$ cat src/rtl/alu_arb_if.sv
// Bundle between the alu_arb block, its two requesters, the shared ALU and the result consumer.
// The slave modport is the arbiter's view; the master modport is the surrounding logic's view.
interface alu_arb_if #(
    parameter int XLEN = 32
);
    logic            req0_valid;
    logic            req0_ready;
    logic [XLEN-1:0] req0_a;
    logic [XLEN-1:0] req0_b;
    logic [3:0]      req0_ctrl;
    logic [2:0]      req0_ctrl1;

    logic            req1_valid;
    logic            req1_ready;
    logic [XLEN-1:0] req1_a;
    logic [XLEN-1:0] req1_b;
    logic [3:0]      req1_ctrl;
    logic [2:0]      req1_ctrl1;

    logic [XLEN-1:0] alu_a;
    logic [XLEN-1:0] alu_b;
    logic [3:0]      alu_ctrl;
    logic [2:0]      alu_ctrl1;
    logic [XLEN-1:0] alu_out;

    logic            resp_valid;
    logic            resp_ready;
    logic            resp_id;
    logic [XLEN-1:0] resp_data;
    logic [1:0]      cnt;

    modport slave (
        input  req0_valid, req0_a, req0_b, req0_ctrl, req0_ctrl1,
        input  req1_valid, req1_a, req1_b, req1_ctrl, req1_ctrl1,
        input  alu_out, resp_ready,
        output req0_ready, req1_ready,
        output alu_a, alu_b, alu_ctrl, alu_ctrl1,
        output resp_valid, resp_id, resp_data, cnt
    );

    modport master (
        output req0_valid, req0_a, req0_b, req0_ctrl, req0_ctrl1,
        output req1_valid, req1_a, req1_b, req1_ctrl, req1_ctrl1,
        output alu_out, resp_ready,
        input  req0_ready, req1_ready,
        input  alu_a, alu_b, alu_ctrl, alu_ctrl1,
        input  resp_valid, resp_id, resp_data, cnt
    );
endinterface

$ cat src/rtl/alu_arb.sv
// Round-robin arbiter in front of the shared single-cycle ALU, with a 2-entry tagged result FIFO.
// The winner's operands go straight to the ALU and the result is captured on the same edge.
module alu_arb #(
    parameter int XLEN = 32
) (
    input  logic       clk,
    input  logic       rstn,
    alu_arb_if.slave   bus
);
    logic                 space;
    logic                 push;
    logic                 pop;
    logic                 grant0;
    logic                 grant1;
    logic                 last;
    logic                 wr_ptr;
    logic                 rd_ptr;
    logic [1:0]           count;
    logic [1:0][XLEN-1:0] fifo_data;
    logic [1:0]           fifo_id;

    // Grants are gated by rstn so ready stays low while reset is held.
    always_comb begin
        pop    = (count != 2'd0) & bus.resp_ready;
        space  = rstn & ((count < 2'd2) | pop);
        grant0 = space & bus.req0_valid & (~bus.req1_valid | last);
        grant1 = space & bus.req1_valid & (~bus.req0_valid | ~last);
        push   = grant0 | grant1;
    end

    always_comb begin
        bus.alu_a     = '0;
        bus.alu_b     = '0;
        bus.alu_ctrl  = '0;
        bus.alu_ctrl1 = '0;
        if (grant0) begin
            bus.alu_a     = bus.req0_a;
            bus.alu_b     = bus.req0_b;
            bus.alu_ctrl  = bus.req0_ctrl;
            bus.alu_ctrl1 = bus.req0_ctrl1;
        end else if (grant1) begin
            bus.alu_a     = bus.req1_a;
            bus.alu_b     = bus.req1_b;
            bus.alu_ctrl  = bus.req1_ctrl;
            bus.alu_ctrl1 = bus.req1_ctrl1;
        end
    end

    // A push at count==2 always coincides with a pop, so wr_ptr==rd_ptr and
    // the write lands in the slot being freed.
    always_ff @(posedge clk or negedge rstn) begin
        if (!rstn) begin
            last      <= 1'b1;
            wr_ptr    <= 1'b0;
            rd_ptr    <= 1'b0;
            count     <= 2'd0;
            fifo_data <= '0;
            fifo_id   <= '0;
        end else begin
            if (push) begin
                last              <= grant1;
                fifo_data[wr_ptr] <= bus.alu_out;
                fifo_id[wr_ptr]   <= grant1;
                wr_ptr            <= ~wr_ptr;
            end
            if (pop) begin
                rd_ptr <= ~rd_ptr;
            end
            case ({push, pop})
                2'b10:   count <= count + 2'd1;
                2'b01:   count <= count - 2'd1;
                default: count <= count;
            endcase
        end
    end

    assign bus.req0_ready = grant0;
    assign bus.req1_ready = grant1;
    assign bus.resp_valid = (count != 2'd0);
    assign bus.resp_data  = fifo_data[rd_ptr];
    assign bus.resp_id    = fifo_id[rd_ptr];
    assign bus.cnt        = count;
endmodule
$ cat src/flat_wrapper.sv
// flat-port wrapper written by rule: the top's interface ports become plain ports
module alu_arb_flat 
#(
    parameter int XLEN = 32
)
  (clk, rstn, bus_req0_valid, bus_req0_a, bus_req0_b, bus_req0_ctrl, bus_req0_ctrl1, bus_req1_valid, bus_req1_a, bus_req1_b, bus_req1_ctrl, bus_req1_ctrl1, bus_alu_out, bus_resp_ready, bus_req0_ready, bus_req1_ready, bus_alu_a, bus_alu_b, bus_alu_ctrl, bus_alu_ctrl1, bus_resp_valid, bus_resp_id, bus_resp_data, bus_cnt);
  alu_arb_if #(.XLEN(XLEN)) bus_i ();
  input  logic clk;
  input  logic rstn;
  input wire logic [$bits(bus_i.req0_valid)-1:0] bus_req0_valid;
  input wire logic [$bits(bus_i.req0_a)-1:0] bus_req0_a;
  input wire logic [$bits(bus_i.req0_b)-1:0] bus_req0_b;
  input wire logic [$bits(bus_i.req0_ctrl)-1:0] bus_req0_ctrl;
  input wire logic [$bits(bus_i.req0_ctrl1)-1:0] bus_req0_ctrl1;
  input wire logic [$bits(bus_i.req1_valid)-1:0] bus_req1_valid;
  input wire logic [$bits(bus_i.req1_a)-1:0] bus_req1_a;
  input wire logic [$bits(bus_i.req1_b)-1:0] bus_req1_b;
  input wire logic [$bits(bus_i.req1_ctrl)-1:0] bus_req1_ctrl;
  input wire logic [$bits(bus_i.req1_ctrl1)-1:0] bus_req1_ctrl1;
  input wire logic [$bits(bus_i.alu_out)-1:0] bus_alu_out;
  input wire logic [$bits(bus_i.resp_ready)-1:0] bus_resp_ready;
  output wire logic [$bits(bus_i.req0_ready)-1:0] bus_req0_ready;
  output wire logic [$bits(bus_i.req1_ready)-1:0] bus_req1_ready;
  output wire logic [$bits(bus_i.alu_a)-1:0] bus_alu_a;
  output wire logic [$bits(bus_i.alu_b)-1:0] bus_alu_b;
  output wire logic [$bits(bus_i.alu_ctrl)-1:0] bus_alu_ctrl;
  output wire logic [$bits(bus_i.alu_ctrl1)-1:0] bus_alu_ctrl1;
  output wire logic [$bits(bus_i.resp_valid)-1:0] bus_resp_valid;
  output wire logic [$bits(bus_i.resp_id)-1:0] bus_resp_id;
  output wire logic [$bits(bus_i.resp_data)-1:0] bus_resp_data;
  output wire logic [$bits(bus_i.cnt)-1:0] bus_cnt;
  assign bus_i.req0_valid = bus_req0_valid;
  assign bus_i.req0_a = bus_req0_a;
  assign bus_i.req0_b = bus_req0_b;
  assign bus_i.req0_ctrl = bus_req0_ctrl;
  assign bus_i.req0_ctrl1 = bus_req0_ctrl1;
  assign bus_i.req1_valid = bus_req1_valid;
  assign bus_i.req1_a = bus_req1_a;
  assign bus_i.req1_b = bus_req1_b;
  assign bus_i.req1_ctrl = bus_req1_ctrl;
  assign bus_i.req1_ctrl1 = bus_req1_ctrl1;
  assign bus_i.alu_out = bus_alu_out;
  assign bus_i.resp_ready = bus_resp_ready;
  assign bus_req0_ready = bus_i.req0_ready;
  assign bus_req1_ready = bus_i.req1_ready;
  assign bus_alu_a = bus_i.alu_a;
  assign bus_alu_b = bus_i.alu_b;
  assign bus_alu_ctrl = bus_i.alu_ctrl;
  assign bus_alu_ctrl1 = bus_i.alu_ctrl1;
  assign bus_resp_valid = bus_i.resp_valid;
  assign bus_resp_id = bus_i.resp_id;
  assign bus_resp_data = bus_i.resp_data;
  assign bus_cnt = bus_i.cnt;
  alu_arb #(.XLEN(XLEN)) u_core (.clk(clk), .rstn(rstn), .bus(bus_i));
endmodule
$ cat config.mk
export PLATFORM = sky130hd
export DESIGN_NAME = alu_arb_flat
export DESIGN_NICKNAME = d
export VERILOG_FILES = /design/src/rtl/alu_arb_if.sv /design/src/rtl/alu_arb.sv /design/src/flat_wrapper.sv
export SDC_FILE = /design/constraint.sdc
export NUM_CORES = 1
export LEC_CHECK = 0
export ABC_CLOCK_PERIOD_IN_PS = 1600
export CAP_MARGIN = 20
export CORE_ASPECT_RATIO = 1.25
export CORE_UTILIZATION = 31
export DETAILED_ROUTE_END_ITERATION = 8
export PLACE_DENSITY_LB_ADDON = 0.2
export SLEW_MARGIN = 40
export SYNTH_ARGS = -nofsm -noshare
export SYNTH_HDL_FRONTEND = slang
export SYNTH_SLANG_ARGS = --single-unit
$ cat constraint.sdc
create_clock -name clk -period 1.6 [get_ports clk]
set_clock_uncertainty 0.2 [all_clocks]
set_input_delay 0.32 -clock clk [delete_from_list [all_inputs] [get_ports clk]]
set_output_delay 0.32 -clock clk [all_outputs]
set_load 0.02 [all_outputs]
==> flow_metrics.py <==
metrics = {
    "placement": {
        "gp_congestion": 0.9667,
        "port_buffers": 287,
        "place_ws_ns": -1.265,
        "dp_hpwl_um": 13330,
        "place_inst": 741,
        "post_dp_cell_area_mm2": 0.007171,
    },
    "yosys": {
        "ys_warn_count": 0,
        "yosysSeqAreaShare_pct": 46.39,
        "synthesis.area_mm2": 0.003832,
        "synth-xor-area-share_pct": 1.143,
        "syn-mean-instance-area_um2": 13.17,
        "synth-simple-area-share_pct": 2.089,
        "synth_fa_ha_area_share_pct": 0.3265,
        "syn_nets": 471,
        "synth_cells": 291,
        "synth_cell_type_count": 25,
        "async_flop_share_pct": 100.0,
        "muxShareOfSynthArea_pct": 28.50,
        "synth_enable_flop_cells": 0,
        "synth_top_family_by_area": "multiplexers",
        "ys.flop_type": "dfrtp_1",
        "ys_ff_latch": 71,
        "synth_compound_area_share_pct": 17.86,
    },
    "cells_and_area": {
        "drive_gt1_share_pct": 44.43,
        "layout_commonest_cell": "clkdlybuf4s50_1",
        "nFillCells": 897,
        "fin_area_mm2": 0.008225,
        "area_delta_synth_final_pct": 114.6,
        "final_nets": 804,
        "final_cell_mix": "clkdlybuf4s50_1 (174), buf_6 (106), dfrtp_1 (67)",
        "stdcell_count": 796,
    },
    "setup_path": {
        "worstPathArrival_ns": 1.86,
        "crit_fanout": 5,
        "cp-end-kind": "primary output",
        "critical_path_required_ns": 1.08,
        "crit_type": "flip-flop to primary output",
        "setup.worst_path.start_class": "flip-flop",
    },
    "sta": {
        "fmax_mhz": 420.8,
        "hold-worst-slack_ns": -0.03826,
        "drv_slew": 0,
        "setup_ws_ns": -0.7763,
        "slew_headroom_pct": 62.31,
        "worst_pin_slew_ns": 0.5654,
        "setup-tns-final_ns": -68.63,
        "finalHoldViolCount": 62,
        "setup_viol": 173,
        "period_minus_slack_ns": 2.376,
        "period_share_pct": 148.5,
        "rsz0062_at_grt": "yes",
    },
    "pwr": {
        "p_leak_nw": 3.675,
        "vdd_drop_max_mv": 1.304,
        "p_per_area_mw_per_mm2": 1673,
    },
    "clock_tree": {
        "worstSkewPairLatency_ns": 0.33,
        "cts_tree": "yes",
        "cts-root-buf": "clkbuf_16",
        "cts_max_level": 3,
        "cts-buffers-inserted": 9,
        "clkSinkCount": 71,
        "clkTransAtPathRegs_ns": 0.06,
        "cts_buffer_depth": 2,
    },
    "run": {
        "cap_violations": 0,
    },
    "floorplanning": {
        "rows": 45,
        "dieArea_mm2": 0.01281,
        "die_h_um": 126.3,
        "core_mm2": 0.01211,
        "num_io_pins": 288,
        "die_w_um": 101.5,
        "initial_core_util_pct": 31.66,
    },
    "global_routing": {
        "overflow": 0,
        "grt_pass1_wl_um": 25710,
        "grt_usage_pct": 28.01,
        "antenna_found_initial": 7,
        "grt_pass1_vias": 4211,
        "grt_start_max_net_pins": 63,
    },
    "detailed_routing": {
        "drtIter0Drc": 162,
        "wire_per_inst_um": 23.18,
        "routed_wl_um": 18450,
        "ant_nets": 0,
        "viasPerCell": 4.961,
        "dr.pass1.iters": 5,
        "drcViolationCount": 0,
        "num_vias": 3949,
    },
    "run_status": {
        "status": "complete, but fails checks",
        "violations": "hold timing, setup timing",
    },
    "hold_path": {
        "min_path_type": "input pin to async pin",
    },
}
==> path summary, 6_finish.rpt <==
kind | start | endpoint | slack [ns] | cells after the start
max | u_core.last | bus_alu_a[23] | -0.78 | 6
min | rstn | u_core.fifo_data[21] | -0.04 | 2
max reg2reg | u_core.bus.cnt[1] | u_core.bus.cnt[1] | -0.14 | 7
min reg2reg | u_core.fifo_data[2] | u_core.fifo_data[2] | 0.29 | 1
max in group asynchronous | rstn | u_core.fifo_data[45] | 0.85 | 2
min in group clk | u_core.fifo_data[2] | u_core.fifo_data[2] | 0.29 | 1
==> critical path, cell delays in order, from the launching register on <==
cell and delay, ns:
dfstp_2 0.54, nand2b_4 0.13, and4_4 0.28, buf_12 0.15, clkbuf_16 0.13, a22o_1 0.16
buf_6 0.13
==> synthesized netlist by cell type, types with 2 or more instances <==
cell type / count / area (um2)
a22o_1: 73 / 639.4
and2_1: 2 / 12.51
buf_2: 23 / 115.1
clkbuf_1: 2 / 7.510
dfrtp_1: 70 / 1752
inv_1: 2 / 7.510
mux2_1: 39 / 439.2
mux2_2: 58 / 653.1
nand4_1: 2 / 12.51
o2111ai_2: 2 / 30.03
xnor2_1: 3 / 26.28
xor2_1: 2 / 17.52
==> power breakdown <==
group	leakage (nW)	switching, mW	internal [mW]	total (mW)
clock network	0.149	0.753	1.24	1.99
registers	0.833	0.489	2.74	3.23
logic	2.69	3.54	5.00	8.54
total	3.68	4.78	8.98	13.8
==> through the flow <==
stage,total power [mW],util [%]
floorplan,6.836,-
global placement,9.800,59.24
detailed placement,9.983,59.24
CTS,12.91,64.70
global route,14.40,67.91
finish,13.76,67.95
==> cell families after synthesis <==
kind of cell | Yosys count
AOI/OAI and AO/OA | 77
xor gates and xnor gates | 5
adders and majority gates | 1
buffers and inverters | 28
DFF | 71
muxes | 97
and+or+nand+nor | 12
==> registers in the layout, indices dropped and copies added, names as in the netlist <==
| name | count |
|---|---|
| u_core.bus.cnt | 2 |
| u_core.wr_ptr | 1 |
| u_core.fifo_data | 64 |
| u_core.fifo_id | 2 |
| u_core.rd_ptr | 1 |
| u_core.last | 1 |
==> routing by layer <==
| metal | track usage, % | share of wire [%] | vias to the layer above |
|---|---|---|---|
| met5 | 0 | 0.20 | - |
| met4 | 6.991 | 1.6 | 6 |
| met3 | 9.091 | 8.4 | 22 |
| met2 | 49.42 | 50 | 186 |
| met1 | 32.40 | 40 | 1936 |
| li1 | - | - | 1799 |
==> final cells by class <==
type / instances / area, um2 / share of cell area [%]
well taps: 164 / 205.2 / 2.495
diodes: 4 / 10.01 / 0.1217
flip-flops and latches: 71 / 1782 / 21.66
inverters: 2 / 7.507 / 0.09127
multi-input cells: 192 / 2155 / 26.19
clock inverters: 5 / 57.56 / 0.6997
repair buffers: 348 / 3770 / 45.83
clock buffers: 10 / 239.0 / 2.905
==> what timing repair did <==
action	in CTS	in global routing
cloned	5	4
buffers inserted	18	12
pin swaps	2	6
endpoints found under the hold margin	9	0
resized for setup	583	110
hold buffers	1	0
setup endpoints to repair	175	175
Note: power is estimated with default switching activity, not from simulation.
